===== src/rtl/msrv32_pc_unit_if.sv =====
// Instruction-fetch PC interface: redirect requests in, PC / fetch address out.
interface msrv32_pc_unit_if #(
  parameter int WIDTH = 32
);
  logic             ahb_ready_in;
  logic             branch_taken_in;
  logic [4:0]       opcode_6_to_2_in;
  logic [WIDTH-1:0] rs1_in;
  logic [WIDTH-1:0] imm_in;
  logic             trap_taken_in;
  logic             mret_in;
  logic [WIDTH-1:0] trap_addr_in;
  logic [WIDTH-1:0] epc_in;
  logic [WIDTH-1:0] pc_out;
  logic [WIDTH-1:0] pc_plus_4_out;
  logic [WIDTH-1:0] iaddr_out;
  logic             flush_out;
  logic             misaligned_instr_out;

  modport master (
    output ahb_ready_in, branch_taken_in, opcode_6_to_2_in, rs1_in, imm_in,
           trap_taken_in, mret_in, trap_addr_in, epc_in,
    input  pc_out, pc_plus_4_out, iaddr_out, flush_out, misaligned_instr_out
  );

  modport slave (
    input  ahb_ready_in, branch_taken_in, opcode_6_to_2_in, rs1_in, imm_in,
           trap_taken_in, mret_in, trap_addr_in, epc_in,
    output pc_out, pc_plus_4_out, iaddr_out, flush_out, misaligned_instr_out
  );
endinterface


===== src/rtl/msrv32_pc_unit.sv =====
// Program-counter unit: architectural PC, next fetch address, redirect bubbles.
// Optional misaligned-target detection enabled by defining MSRV32_MISALIGN_CHECK_EN.
module msrv32_pc_unit #(
  parameter int               WIDTH     = 32,
  parameter logic [WIDTH-1:0] BOOT_ADDR = '0
) (
  input  logic             ms_riscv32_mp_clk_in,
  input  logic             ms_riscv32_mp_rst_in,
  msrv32_pc_unit_if.slave  pc_bus
);

  localparam logic [4:0] OP_BR   = 5'b11000;
  localparam logic [4:0] OP_JAL  = 5'b11011;
  localparam logic [4:0] OP_JALR = 5'b11001;

  typedef enum logic {ST_BOOT, ST_RUN} state_t;

  state_t           state, state_nxt;
  logic [WIDTH-1:0] pc_q, pc_nxt;
  logic             flush_q, flush_nxt;
  logic [WIDTH-1:0] seq_pc, tgt_raw, tgt, next_pc;
  logic             is_jump, is_jalr, redirect, bad_tgt;

  always_comb begin
    seq_pc   = pc_q + WIDTH'(4);
    is_jalr  = (pc_bus.opcode_6_to_2_in == OP_JALR);
    is_jump  = is_jalr || (pc_bus.opcode_6_to_2_in == OP_BR) ||
               (pc_bus.opcode_6_to_2_in == OP_JAL);
    redirect = pc_bus.branch_taken_in && is_jump;
    tgt_raw  = is_jalr ? ((pc_bus.rs1_in + pc_bus.imm_in) & {{(WIDTH-1){1'b1}}, 1'b0})
                       : (pc_q + pc_bus.imm_in);
`ifdef MSRV32_MISALIGN_CHECK_EN
    tgt      = tgt_raw;
    bad_tgt  = redirect && tgt[1];
`else
    // Without the check the low bits are dropped so a redirect always proceeds.
    tgt      = tgt_raw & {{(WIDTH-2){1'b1}}, 2'b00};
    bad_tgt  = 1'b0;
`endif
    if (pc_bus.trap_taken_in)      next_pc = pc_bus.trap_addr_in;
    else if (pc_bus.mret_in)       next_pc = pc_bus.epc_in;
    else if (redirect && !bad_tgt) next_pc = tgt;
    else                           next_pc = seq_pc;
  end

  always_comb begin
    state_nxt                   = state;
    pc_nxt                      = pc_q;
    flush_nxt                   = flush_q;
    pc_bus.iaddr_out            = BOOT_ADDR;
    pc_bus.misaligned_instr_out = 1'b0;
    case (state)
      ST_BOOT: begin
        if (pc_bus.ahb_ready_in) begin
          state_nxt = ST_RUN;
          pc_nxt    = BOOT_ADDR;
          flush_nxt = 1'b0;
        end
      end
      ST_RUN: begin
        pc_bus.iaddr_out            = next_pc;
        pc_bus.misaligned_instr_out = bad_tgt && ms_riscv32_mp_rst_in;
        if (pc_bus.ahb_ready_in) begin
          pc_nxt    = next_pc;
          flush_nxt = (next_pc != seq_pc);
        end
      end
      default: state_nxt = ST_BOOT;
    endcase
  end

  always_ff @(posedge ms_riscv32_mp_clk_in) begin
    if (!ms_riscv32_mp_rst_in) begin
      state   <= ST_BOOT;
      pc_q    <= BOOT_ADDR;
      flush_q <= 1'b1;
    end else begin
      state   <= state_nxt;
      pc_q    <= pc_nxt;
      flush_q <= flush_nxt;
    end
  end

  assign pc_bus.pc_out        = pc_q;
  assign pc_bus.pc_plus_4_out = seq_pc;
  assign pc_bus.flush_out     = flush_q;

endmodule


===== src/flat_wrapper.sv =====
// flat-port wrapper written by rule: the top's interface ports become plain ports
module msrv32_pc_unit_flat 
#(
  parameter int               WIDTH     = 32,
  parameter logic [WIDTH-1:0] BOOT_ADDR = '0
)
  (ms_riscv32_mp_clk_in, ms_riscv32_mp_rst_in, pc_bus_ahb_ready_in, pc_bus_branch_taken_in, pc_bus_opcode_6_to_2_in, pc_bus_rs1_in, pc_bus_imm_in, pc_bus_trap_taken_in, pc_bus_mret_in, pc_bus_trap_addr_in, pc_bus_epc_in, pc_bus_pc_out, pc_bus_pc_plus_4_out, pc_bus_iaddr_out, pc_bus_flush_out, pc_bus_misaligned_instr_out);
  msrv32_pc_unit_if #(.WIDTH(WIDTH)) pc_bus_i ();
  input  logic ms_riscv32_mp_clk_in;
  input  logic ms_riscv32_mp_rst_in;
  input wire logic [$bits(pc_bus_i.ahb_ready_in)-1:0] pc_bus_ahb_ready_in;
  input wire logic [$bits(pc_bus_i.branch_taken_in)-1:0] pc_bus_branch_taken_in;
  input wire logic [$bits(pc_bus_i.opcode_6_to_2_in)-1:0] pc_bus_opcode_6_to_2_in;
  input wire logic [$bits(pc_bus_i.rs1_in)-1:0] pc_bus_rs1_in;
  input wire logic [$bits(pc_bus_i.imm_in)-1:0] pc_bus_imm_in;
  input wire logic [$bits(pc_bus_i.trap_taken_in)-1:0] pc_bus_trap_taken_in;
  input wire logic [$bits(pc_bus_i.mret_in)-1:0] pc_bus_mret_in;
  input wire logic [$bits(pc_bus_i.trap_addr_in)-1:0] pc_bus_trap_addr_in;
  input wire logic [$bits(pc_bus_i.epc_in)-1:0] pc_bus_epc_in;
  output wire logic [$bits(pc_bus_i.pc_out)-1:0] pc_bus_pc_out;
  output wire logic [$bits(pc_bus_i.pc_plus_4_out)-1:0] pc_bus_pc_plus_4_out;
  output wire logic [$bits(pc_bus_i.iaddr_out)-1:0] pc_bus_iaddr_out;
  output wire logic [$bits(pc_bus_i.flush_out)-1:0] pc_bus_flush_out;
  output wire logic [$bits(pc_bus_i.misaligned_instr_out)-1:0] pc_bus_misaligned_instr_out;
  assign pc_bus_i.ahb_ready_in = pc_bus_ahb_ready_in;
  assign pc_bus_i.branch_taken_in = pc_bus_branch_taken_in;
  assign pc_bus_i.opcode_6_to_2_in = pc_bus_opcode_6_to_2_in;
  assign pc_bus_i.rs1_in = pc_bus_rs1_in;
  assign pc_bus_i.imm_in = pc_bus_imm_in;
  assign pc_bus_i.trap_taken_in = pc_bus_trap_taken_in;
  assign pc_bus_i.mret_in = pc_bus_mret_in;
  assign pc_bus_i.trap_addr_in = pc_bus_trap_addr_in;
  assign pc_bus_i.epc_in = pc_bus_epc_in;
  assign pc_bus_pc_out = pc_bus_i.pc_out;
  assign pc_bus_pc_plus_4_out = pc_bus_i.pc_plus_4_out;
  assign pc_bus_iaddr_out = pc_bus_i.iaddr_out;
  assign pc_bus_flush_out = pc_bus_i.flush_out;
  assign pc_bus_misaligned_instr_out = pc_bus_i.misaligned_instr_out;
  msrv32_pc_unit #(.WIDTH(WIDTH), .BOOT_ADDR(BOOT_ADDR)) u_core (.ms_riscv32_mp_clk_in(ms_riscv32_mp_clk_in), .ms_riscv32_mp_rst_in(ms_riscv32_mp_rst_in), .pc_bus(pc_bus_i));
endmodule

===== config.mk =====
export PLATFORM = sky130hd
export DESIGN_NAME = msrv32_pc_unit_flat
export DESIGN_NICKNAME = d
export VERILOG_FILES = /design/src/rtl/msrv32_pc_unit_if.sv /design/src/rtl/msrv32_pc_unit.sv /design/src/flat_wrapper.sv
export SDC_FILE = /design/constraint.sdc
export NUM_CORES = 1
export LEC_CHECK = 0
export BUFFER_PORTS_ARGS = -buffer_cell sky130_fd_sc_hd__buf_2
export CELL_PAD_IN_SITES_DETAIL_PLACEMENT = 0
export CELL_PAD_IN_SITES_GLOBAL_PLACEMENT = 1
export CORE_MARGIN = 1
export CORE_UTILIZATION = 41
export DETAILED_ROUTE_END_ITERATION = 16
export GPL_TIMING_DRIVEN = 0
export PLACE_DENSITY_LB_ADDON = 0.15
export SKIP_LAST_GASP = 1
export SLEW_MARGIN = 15
export SYNTH_ARGS = -nofsm -noshare
export SYNTH_HDL_FRONTEND = slang
export SYNTH_SLANG_ARGS = --single-unit

===== constraint.sdc =====
create_clock -name ms_riscv32_mp_clk_in -period 6 [get_ports ms_riscv32_mp_clk_in]
set_input_delay 0.9 -clock ms_riscv32_mp_clk_in [delete_from_list [all_inputs] [get_ports ms_riscv32_mp_clk_in]]
set_output_delay 0.9 -clock ms_riscv32_mp_clk_in [all_outputs]
set_load 0.02 [all_outputs]

# Yosys cells after proc, flatten, opt, wreduce, memory -nomap -nowiden

Index checks and enable logic that the tools add are counted.

Multiplexer cells: 13
Shifts and indexed selects: 0
Div/mod/pow operators: 0
Equality and inequality tests: 6
Order comparisons: 0
$mul: 0
Add/sub/neg operators: 3
Reductions and logical operators: 4
Bitwise logic cells: 1

Operator list:

| kind                                                            | count |
|---|---|
| 32-bit two-way mux                                              | 7 |
| 32-bit adder                                                    | 2 |
| 32-bit case mux with 2 select lines                             | 1 |
| 32-bit by 3-bit adder with 32-bit output, second input constant | 1 |
| 32-bit inequality test                                          | 1 |
| 5-bit equality test, second input constant                      | 3 |
| 1-bit two-way mux                                               | 4 |
| 2-bit inequality test, second input constant                    | 2 |
| 1-bit logical OR                                                | 2 |
| 1-bit case mux with 2 select lines                              | 1 |
| 2-bit AND reduction                                             | 1 |
| 1-bit logical AND                                               | 1 |
| 1-bit inverter                                                  | 1 |

Memories: 0
Input bits: 139
Bits in latches: 0
Logic and storage cells: 30
Flip-flop bits (word level): 34
Output and inout port bits: 98
Memory bits (read-only): 0
Bits in writable memories: 0

# Longest topological paths before layout

Word-level depth: 10
Mapped depth: 14
Gate-level depth less buffers: 13

# Worst setup path before layout

OpenSTA, ideal clock, no wires.

Kind: in2out
Start point: input port pc_bus_imm_in[11]
End point: output port pc_bus_iaddr_out[31]
Buffers on the path: 1
Stages: 10
Path slack: 1.517 ns
Required time: 5.100 ns
Arrival: 3.583 ns
Cell sequence: ha_1 > clkbuf_1 > nand4_1 > or2_2 > o31ai_1 > a21oi_1 > o41ai_1 > xnor2_1 > nand2_1 > a311oi_1

Cells in the longest elaborated chain, start to end: 6
Elaborated cells on any way between the ends: 7
Those cells by class: add/sub: 2; mux: 5

Ends and longest elaborated chain:

| element                                | RTL line                                   | text |
|---|---|---|
| from (decl)                            | flat_wrapper.sv:15                         | `input wire logic [$bits(pc_bus_i.imm_in)-1:0] pc_bus_imm_in;` |
| 32-bit adder, on equally long branches | msrv32_pc_unit.sv:31, msrv32_pc_unit.sv:30 |  |
| 32-bit two-way mux *                   | msrv32_pc_unit.sv:30                       | `tgt_raw = is_jalr ? ((pc_bus.rs1_in + pc_bus.imm_in) & {{(WIDTH-1){1'b1}}, 1'b0})` |
| 32-bit two-way mux *                   | msrv32_pc_unit.sv:42                       | `else if (redirect && !bad_tgt) next_pc = tgt;` |
| 32-bit two-way mux *                   | msrv32_pc_unit.sv:41                       | `else if (pc_bus.mret_in) next_pc = pc_bus.epc_in;` |
| 32-bit two-way mux *                   | msrv32_pc_unit.sv:40                       | `if (pc_bus.trap_taken_in) next_pc = pc_bus.trap_addr_in;` |
| 32-bit two-way mux *                   | msrv32_pc_unit.sv:52                       | `case (state)` |
| to (decl)                              | flat_wrapper.sv:22                         | `output wire logic [$bits(pc_bus_i.iaddr_out)-1:0] pc_bus_iaddr_out;` |

Every way passes the cells marked *; elsewhere a longest branch is shown, timed or not.

# Worst setup path in the final report

Ends and elaborated chain as after synthesis.

==> results.sh <==
export IMPL_status="completed"
export IMPL_routed_wl_um=44010
export IMPL_async_flop_share_pct=0
export IMPL_cp_max_fo=10
export IMPL_grt_start_max_net_pins=13
export IMPL_rows=52
export IMPL_place_ws_ns=0.5771
export IMPL_drive_above_1_share_pct=18.77
export IMPL_yosys_area_top_type="ha_1"
export IMPL_cts_max_level=2
export IMPL_synth_cell_types=86
export IMPL_clock_path_buffers=2
export IMPL_cts_made_buffers=5
export IMPL_period_share_pct=92.97
export IMPL_fp_coreArea_mm2=0.02043
export IMPL_syn_avg_cell_area_um2=6.714
export IMPL_layout_common_cells="buf_2 (236), nand2_1 (124), nor2_1 (115)"
export IMPL_grt_pass1_wl_um=64160
export IMPL_fin_ws_ns=0.4219
export IMPL_area_growth_pct=19.09
export IMPL_pwr_density_cell_mw_per_mm2=124.5
export IMPL_ios=237
export IMPL_portBuffers=232
export IMPL_crit_path_end_kind="output port"
export IMPL_fmax_ghz=0.1793
export IMPL_final_common_cell="buf_2"
export IMPL_crit_arrival_ns=4.68
export IMPL_ys_top_cells_by_area="ha_1 (8.9%), dfxtp_1 (7.9%), xnor2_1 (6.2%)"
export IMPL_postCtsSetupRepairBufs=0
export IMPL_gp_congestion=1.018
export IMPL_slew_limit_headroom_pct=18.66
export IMPL_clockRootBuffer="clkbuf_16"
export IMPL_met2_usage_pct=63.18
export IMPL_grtUsageTotal_pct=39.41
export IMPL_die_area_mm2=0.02161
export IMPL_cts_resized_gates=0
export IMPL_wl_per_cell_um=24.53
export IMPL_synth_top_area_share_pct=8.853
export IMPL_setup_tns_ns=0
export IMPL_cp_start_kind="input pin"
export IMPL_path_common_cell="buf_2"
export IMPL_gr_max_usage_layer="met2"
export IMPL_cts_hold_buf=0
export IMPL_grt_setup_unrepaired="false"
export IMPL_synth_seq_area_share_pct=7.896
export IMPL_clk_latency_ns=0.30
export IMPL_grt_overflow_total=0
export IMPL_worstSetupPathType="in -> out"
export IMPL_postRouteAntennaNets=0
export IMPL_p_leak_nw=4.465
export IMPL_hold_viol_final=0
export IMPL_drtIter0Drc=1288
export IMPL_grt_use_met1_pct=54.40
export IMPL_synth_seq_cells=34
export IMPL_diodes=0
export IMPL_min_path_type="reg -> reg"
export IMPL_yosysWarnings=0
export IMPL_synth_nets=1484
export IMPL_clkTransAtPathRegs_ns=0.06
export IMPL_worst_slew_pin_slew_ns=1.207
export IMPL_synth_flop_cell="dfxtp_1"
export IMPL_slowest_delay_ns=0.71
export IMPL_path_cells="buf_2 > ha_1 > clkbuf_1 > nand4_1 > or2_2 > o31ai_1 > a21oi_1 > o41ai_1 > xnor2_1 > nand2_1 > a311oi_1 > buf_2"
export IMPL_grt_pass1_vias=10327
export IMPL_synth_cells=1284
export IMPL_drv_slew=0
export IMPL_grt_use_met3_pct=5.932
export IMPL_firstDrtPassIters=7
export IMPL_antenna_found_initial=1
export IMPL_syn_area_mm2=0.008621
export IMPL_finalSetupViolations=0
export IMPL_cts_tree="done"
export IMPL_cp_top_family="compound AO/OA/AOI/OAI gates"
export IMPL_viasPerCell=6.397
export IMPL_fin_crit_ns=5.578
export IMPL_ir_worst_vdd_mv=0.09962
export IMPL_crit_buf_inv=3
export IMPL_worst_path_max_delay_cell="o41ai_1"
export IMPL_hpwl_um=36440
export IMPL_fin_nets=1723
export IMPL_required_ns=5.10
export IMPL_route_detailed_drc=0
export IMPL_cts_sinks=34
export IMPL_die_w_um=147.0
export IMPL_synth_edf_count=0
export IMPL_finClkSkew_ns=0.007066
export IMPL_die_y_um=147.0
export IMPL_initial_utilization_pct=42.20
export IMPL_drv_cap=0
export IMPL_vias=11477
==> final timing paths <==
path	start	endpoint	slack [ns]	depth (start not counted)
setup / recovery	pc_bus_imm_in[11]	pc_bus_iaddr_out[31]	0.42	12
hold reg to reg	u_core.pc_bus.pc_out[31]$_SDFFE_PN0P_	u_core.pc_bus.pc_out[31]$_SDFFE_PN0P_	0.60	2
setup reg to reg	u_core.pc_bus.pc_out[9]$_SDFFE_PN0P_	u_core.pc_bus.flush_out$_SDFFE_PN1P_	1.13	14
hold / removal	u_core.pc_bus.pc_out[31]$_SDFFE_PN0P_	u_core.pc_bus.pc_out[31]$_SDFFE_PN0P_	0.60	2
==> power breakdown <==
| part | total [mW] | switching (mW) | internal (mW) |
|---|---|---|---|
| clock | 0.270 | 0.116 | 0.154 |
| combinational | 0.750 | 0.492 | 0.258 |
| sequential | 0.258 | 0.0237 | 0.234 |
| total | 1.28 | 0.632 | 0.646 |
==> synthesized netlist by cell type, types with 23 or more instances <==
library cell,instances
a211oi_1,26
inv_1,45
nor2_1,115
nor3_1,35
nand4_1,39
ha_1,61
o211ai_1,23
a21oi_1,104
dfxtp_1,34
xnor2_1,61
nand3_1,50
xor2_1,31
clkbuf_1,75
o21ai_0,75
nor2b_1,34
mux2i_1,41
nand2_1,124
==> layer usage <==
layer	vias up	routed length, µm
met5	-	0
li1	5304	-
met4	0	1448
met3	102	4061
met2	664	19390
met1	5407	19120
==> kinds of logic (layout without fill, tap and decap cells) <==
logic type	count (synthesis)	in the layout	share of synthesized area [%]
mux	46	46	5.414
compound gates	408	408	31.84
xor+xnor	95	95	9.913
other cells	1	1	0.04350
buf+inv	134	374	6.110
simple gates	505	505	29.93
fa+ha+maj	61	61	8.853
flops	34	34	7.895
==> metrics by stage <==
| stage | instances | area [µm²] | power [mW] | hold slack, ns | utilization, % |
|---|---|---|---|---|---|
| 6_report | 1794 | 10270 | 1.278 | 0.6044 | 50.25 |
| 2_1_floorplan | 1284 | 8621 | 0.7218 | 0.5998 | - |
| 3_3_place_gp | 1786 | 10120 | 0.9878 | 0.5816 | 49.53 |
| 3_5_place_dp | 1786 | 10120 | 0.9890 | 0.5922 | 49.53 |
| 4_1_cts | 1794 | 10270 | 1.255 | 0.6040 | 50.25 |
| 5_1_grt | 1794 | 10270 | 1.337 | 0.6376 | 50.25 |
==> flip-flops by register name, indices dropped and copies added (netlist names) <==
name                     flops
u_core.pc_bus.pc_out        32
u_core.pc_bus.flush_out      1
u_core.state                 1
==> worst min-delay path, cell delays in order, from the launching register on <==
cell and delay [ns]:
dfxtp_1 0.36, mux2i_1 0.14, nor2b_1 0.06
==> final cells by class <==
| cell class | count | area, µm² |
|---|---|---|
| buffer | 88 | 354.1 |
| clock buffer | 5 | 125.1 |
| clock inverter | 3 | 21.27 |
| fill | 2234 | 10160 |
| inverter | 46 | 172.7 |
| multi-input combinational | 1116 | 7413 |
| sequential | 34 | 680.7 |
| tap | 270 | 337.8 |
| timing repair buffer | 232 | 1161 |
Power figures use the tool's default switching activity.
